==> config.mk <==
export PLATFORM = sky130hd
export DESIGN_NAME = z80_io_master
export DESIGN_NICKNAME = d
export VERILOG_FILES = /design/src/rtl/z80_io_master.sv
export SDC_FILE = /design/constraint.sdc
export NUM_CORES = 1
export LEC_CHECK = 0
export BUFFER_PORTS_ARGS = -buffer_cell sky130_fd_sc_hd__buf_2
export CAP_MARGIN = 30
export CORE_MARGIN = 3
export CORE_UTILIZATION = 25
export DETAILED_ROUTE_END_ITERATION = 6
export GPL_ROUTABILITY_DRIVEN = 0
export GPL_TIMING_DRIVEN = 0
export PLACE_DENSITY = 0.47
export SYNTH_ARGS = -nofsm -noshare
export SYNTH_HDL_FRONTEND = slang
export SYNTH_SLANG_ARGS = --single-unit
==> constraint.sdc <==
create_clock -name clk28 -period 2.15 [get_ports clk28]
set_input_delay 0.1075 -clock clk28 [delete_from_list [all_inputs] [get_ports clk28]]
set_output_delay 0.1075 -clock clk28 [all_outputs]
set_load 0.01 [all_outputs]
==> src/rtl/z80_io_master.sv <==
// Z80-style I/O bus master: runs one IN/OUT cycle (T1, T2, TW..., T3) per accepted
// command, paced by the CPU T-state strobe, and reports completion with a one-cycle pulse.
module z80_io_master #(
  parameter int WAIT_STATES = 1
) (
  input  logic        clk28,
  input  logic        rst,
  input  logic        t_en,
  input  logic        cmd_valid,
  output logic        cmd_ready,
  input  logic        cmd_wr,
  input  logic [15:0] cmd_addr,
  input  logic [7:0]  cmd_data,
  input  logic        wait_n,
  input  logic [7:0]  d_in,
  input  logic        d_in_active,
  output logic        ioreq,
  output logic        rd,
  output logic        wr,
  output logic [15:0] a,
  output logic [7:0]  d_out,
  output logic        d_oe,
  output logic        rsp_valid,
  output logic [7:0]  rsp_data,
  output logic        busy
);

  typedef enum logic [2:0] {
    S_IDLE,
    S_T1,
    S_T2,
    S_TW,
    S_T3
  } state_t;

  state_t      state_reg, state_next;
  logic        wr_reg, wr_next;
  logic [2:0]  cnt_reg, cnt_next;
  logic        accept;
  logic        capture;
  logic        strobe_next;

  always_comb begin
    state_next = state_reg;
    cnt_next   = cnt_reg;
    accept     = (state_reg == S_IDLE) && cmd_valid;
    wr_next    = accept ? cmd_wr : wr_reg;
    case (state_reg)
      S_IDLE: if (accept) state_next = S_T1;
      S_T1:   if (t_en) state_next = S_T2;
      S_T2: begin
        if (t_en) begin
          state_next = S_TW;
          cnt_next   = 3'(WAIT_STATES);
        end
      end
      S_TW: begin
        // The count reaching zero on this strobe already ends the forced waits,
        // so WAIT_STATES=N gives N TW states and 0 still yields one.
        if (t_en) begin
          if (cnt_reg != 3'd0) cnt_next = cnt_reg - 3'd1;
          if ((cnt_reg <= 3'd1) && wait_n) state_next = S_T3;
        end
      end
      S_T3:   if (t_en) state_next = S_IDLE;
      default: state_next = S_IDLE;
    endcase
    capture     = (state_reg == S_TW) && (state_next == S_T3);
    strobe_next = (state_next == S_T2) || (state_next == S_TW);
  end

  always_ff @(posedge clk28) begin
    if (rst) begin
      state_reg <= S_IDLE;
      wr_reg    <= 1'b0;
      cnt_reg   <= 3'd0;
      ioreq     <= 1'b0;
      rd        <= 1'b0;
      wr        <= 1'b0;
      d_oe      <= 1'b0;
      a         <= 16'h0000;
      d_out     <= 8'h00;
      rsp_valid <= 1'b0;
      rsp_data  <= 8'hFF;
    end else begin
      state_reg <= state_next;
      wr_reg    <= wr_next;
      cnt_reg   <= cnt_next;
      if (accept) begin
        a     <= cmd_addr;
        d_out <= cmd_data;
      end
      ioreq     <= strobe_next;
      rd        <= strobe_next && !wr_next;
      wr        <= strobe_next && wr_next;
      d_oe      <= wr_next && (state_next != S_IDLE);
      rsp_valid <= (state_reg == S_T3) && (state_next == S_IDLE);
      if (capture) rsp_data <= wr_reg ? 8'hFF : (d_in_active ? d_in : 8'hFF);
    end
  end

  assign cmd_ready = (state_reg == S_IDLE);
  assign busy      = (state_reg != S_IDLE);

endmodule
Word-level counts from Yosys, hierarchy flattened
Index checks and enable logic that the tools add are counted.
{"block": "word_totals", "register_bits": 44, "input_bits": 39, "output_inout_bits": 39, "elab_cells": 53}
{"block": "op_classes", "addsub": 1, "order_cmp": 1, "eq_ne": 10, "n_mux": 14, "reduce_logical": 16}
{"cell": "$mux 3", "count": 9}
{"cell": "$mux 8", "count": 2}
{"cell": "$pmux 3 s5", "count": 1}
{"cell": "$eq 3x2->1 const B", "count": 4}
{"cell": "$reduce_bool 3->1", "count": 3}
{"cell": "$logic_and 1x1->1", "count": 7}
{"cell": "$eq 3x3->1 const B", "count": 2}
{"cell": "$logic_not 3->1", "count": 2}
{"cell": "$ne 2x2->1 const B", "count": 3}
{"cell": "$pmux 3 s2", "count": 1}
{"cell": "$reduce_and 4->1", "count": 1}
{"cell": "$eq 3x1->1 const B", "count": 1}
{"cell": "$le 3x1->1 const B", "count": 1}
{"cell": "$sub 3x1->3 const B", "count": 1}
{"cell": "$reduce_bool 2->1", "count": 1}
{"cell": "$logic_not 1->1", "count": 1}
{"cell": "$logic_or 1x1->1", "count": 1}
{"cell": "$mux 1", "count": 1}

Logic depth before layout (Yosys ltp)
{"block": "depth", "ltp_word": 8, "ltp_mapped": 6, "depth_no_buf": 6}

Least setup slack after synthesis
No wires, ideal clock.
{"block": "synth_path", "path_type": "flip-flop to flip-flop", "start": "register state_reg[1]", "end": "register a[0]", "setup_ns": 0.132, "t_arrival_ns": 1.258, "required_ns": 2.018, "path_slack_ns": 0.760, "path_stages_with_launch": 6, "path_buffers": 2, "period_less_slack_ns": 1.390, "cell_sequence": "dfxtp_1 or4b_1 buf_2 buf_2 nand2_1 a21oi_1"}
{"block": "synth_between", "elab_chain_cells": 2}
{"item": "start, declared", "line_no": "36", "source": "state_t state_reg, state_next;"}
{"item": "start signal, assigned", "line_no": "86", "source": "state_reg <= state_next;"}
{"item": "$logic_not 3->1", "line_no": "46", "source": "accept = (state_reg == S_IDLE) && cmd_valid;"}
{"item": "$logic_and 1x1->1", "line_no": "46"}
{"item": "end signal, assigned", "line_no": "90", "source": "a <= cmd_addr;"}
{"item": "end, declared", "line_no": "20", "source": "output logic [15:0] a,"}
No other way between the ends.
A chain may end at the register's enable or synchronous reset.

Final worst setup path
{"block": "layout_path", "start": "register state_reg[2]", "end": "register rd"}
{"block": "layout_between", "elab_chain_cells": 7, "elab_cells_between_ends": 19, "cone_classes": "eq/ne (6); mux (8); reduce/logical (5)"}
{"item": "$logic_not 3->1", "line_no": "46, 48"}
{"item": "$logic_and 1x1->1", "line_no": "46"}
{"item": "$mux 3", "line_no": "49", "source": "S_IDLE: if (accept) state_next = S_T1;"}
{"item": "$pmux 3 s5", "line_no": "48", "source": "case (state_reg)"}
{"item": "$eq 3x2->1", "line_no": "69", "source": "strobe_next = (state_next == S_T2) || (state_next == S_TW);"}
{"item": "$logic_or 1x1->1", "line_no": "69"}
{"item": "$logic_and 1x1->1 *", "line_no": "94", "source": "rd <= strobe_next && !wr_next;"}
{"item": "end signal, assigned", "line_no": "94"}
{"item": "end, declared", "line_no": "18", "source": "output logic rd,"}
Mark *: on every way between the ends. The rest lies on a longest branch, timed or not.

==> flow_summary.yaml <==
final_layout:
  n_antenna_cell: 0
  ff_latch_area_um2: 880.8
  nFillCells: 719
  final_common_cell: "buf_2"
  largest-register: "a"
  synthToLayoutAreaGrowth_pct: 35.05
  stdcell_count: 380
  largest_reg_flops: 16
  largest_registers: "a: 16 flops, d_out: 8 flops, rsp_data: 8 flops"
  fin_nets: 328
  multi_input_area_um2: 779.5
  mostFrequentLayoutCells: "84 x buf_2, 49 x nand2_1, 44 x dfxtp_1"
  drive_gt1_share_pct: 34.15
clock_tree:
  cts_tree: "done"
  cts_made_buffers: 5
  cts_sinks: 44
  clock_latency_ps: 300
  cts_resized: 0
  post-cts-setup-buffer-count: 0
  cts.clk_slew.worst_paths_ps: 90
  holdBufCountCts: 0
  cts_buffer_depth: 2
  cts_root_buf: "clkbuf_8"
  htreeDepth: 2
grt:
  grt_overflow: 0
  antenna_found_initial: 0
  track_usage_pct: 11.79
  grt_pass1_vias: 1525
  grt_max_degree: 16
  grt_pass1_wl_um: 7300
sta:
  maxSlewViolCount: 0
  max_freq_ghz: 0.6186
  finalSetupTns_ps: 0
  clock_skew_ps: 9.390
  relSlewSlack_pct: 65.46
  tightest_slew_ps: 515.9
  period_share_pct: 75.18
  setup_viol: 0
  hold_violations: 0
  fin_crit_ps: 1616
  rsz0062_at_grt: "no"
detailed_routing:
  vias: 1598
  first_pass_iters: 4
  ant_nets: 0
  wl_per_cell_um: 12.05
  drc: 0
  drt-initial-drc-count: 69
  totalWireLength_um: 4579
  routed_via_density: 4.205
yosys:
  yosysSeqAreaShare_pct: 50.36
  synth_area_um2: 1749
  yosys_warnings: 0
  avgSynthCellArea_um2: 8.617
  ys_ff_latch: 44
  synthCells: 203
  synth_cell_types: 31
  synth_fp_nets: 245
place:
  dp_hpwl_um: 3371
  dp.cells: 372
  io_buffer_count: 76
worst_setup_path:
  cp_cell_sequence: "buf_2 > nor4b_4 > mux2i_1 > and2_1"
  cpPeakStageDelay_ps: 480
  cp.arrival_ps: 1870
  slowest_stage: "nor4b_4"
  startpoint: "state_reg[2]"
  cp.required_ps: 2400
  timing.rr.end: "rd"
  regToRegStartpoint: "state_reg[2]"
  path_class: "register to register"
  endpoint: "rd"
  critPathLaunchType: "register"
  regToRegSetupSlack_ps: 530
  reg2reg_depth: 4
  path_max_fanout: 10
  cp-end-kind: "register"
die:
  initial_core_util_pct: 26.63
  core_um2: 6568
  fp-row-count: 29
  dieHeight_um: 89.65
  ios: 78
  die_w_um: 89.65
  dieArea_um2: 8036
flow_run:
  maxCapViolCount: 0
min_path:
  hold_path.class: "input pin to register"
  whs_path_depth: 3
power:
  leakagePower_nw: 1.109
  ir_drop_v: 0.0002854
  powerDensity_nw_per_um2: 774.6
outcome:
  status: "finished clean"
==> worst min-delay path by stage <==
stage                  to         start
floorplan            a[0]   cmd_addr[0]
global placement     a[7]   cmd_addr[7]
detailed placement  a[10]  cmd_addr[10]
CTS                 a[10]  cmd_addr[10]
global route        a[13]  cmd_addr[13]
finish              a[10]  cmd_addr[10]
==> worst max-delay path, delay by kind of cell (launching register included) <==
kind          cells  cell delay (ps)
buf+inv           1              180
flops             1              320
mux               1              430
simple gates      2              660
==> power breakdown <==
part           internal, mW  switching (mW)  leakage, nW
clock network         0.350           0.297       0.0583
registers             0.862          0.0256        0.359
logic                 0.127           0.168        0.691
total                  1.34           0.490         1.11
==> per-stage QoR <==
step,hold WS [ps],util [%],setup WS [ps],power (mW),area (µm²)
floorplan,243.5,-,759.9,1.082,1749
global placement,348.0,34.20,535.5,1.208,2246
detailed placement,355.8,34.20,507.3,1.209,2246
CTS,25.34,35.97,490.7,1.871,2362
global route,35.80,35.97,332.6,1.943,2362
finish,30.58,35.97,533.5,1.830,2362
==> cells in the mapped netlist <==
cell type	n	area [µm²]
nor3_1	4	20.02
and2_1	1	6.260
nand3_1	1	5.000
dfxtp_1	44	880.8
nand2b_1	1	6.260
or4b_1	2	20.02
nor2_1	19	71.32
a21bo_2	1	10.01
ha_1	3	37.54
or2_2	1	6.260
nand4b_1	2	17.52
nand2_1	49	183.9
and3_1	1	6.260
and4b_1	2	20.02
o22ai_1	1	6.260
buf_6	1	11.26
mux2i_1	10	100.1
nor4b_2	1	15.01
a311oi_1	2	17.52
inv_1	4	15.01
and2b_1	1	7.510
o21a_1	1	7.510
o21ai_0	2	10.01
nor4b_4	1	23.77
buf_2	8	40.04
a21boi_0	1	7.510
clkbuf_1	6	22.52
o21bai_1	1	7.510
or3_1	2	12.51
or3b_2	1	8.760
a21oi_1	29	145.1
==> kinds of logic (layout without fill, tap and decap cells) <==
| group | Yosys count | in the layout | share of synthesized area (%) |
|---|---|---|---|
| compound gates | 38 | 38 | 12.09 |
| fa+ha+maj | 3 | 3 | 2.146 |
| buf+inv | 19 | 103 | 5.078 |
| flops | 44 | 44 | 50.36 |
| mux | 10 | 10 | 5.723 |
| simple gates | 89 | 89 | 24.61 |
==> per-layer routing <==
layer  vias up  part of all wire, %  track usage, %
met5         -                    0               0
met4         0                 0.83           3.654
met3         4                   10           4.015
met2        63                   43           18.02
met1       689                   46           15.67
li1        842                    -               -
==> final cells by class <==
cell class | count | area share, %
Multi-Input combinational cell | 140 | 33.00
Clock inverter | 3 | 2.013
Timing Repair Buffer | 76 | 16.10
Tap cell | 93 | 4.926
Inverter | 4 | 0.6356
Sequential cell | 44 | 37.29
Buffer | 15 | 3.125
Clock buffer | 5 | 2.913
Power figures use the tool's default switching activity.
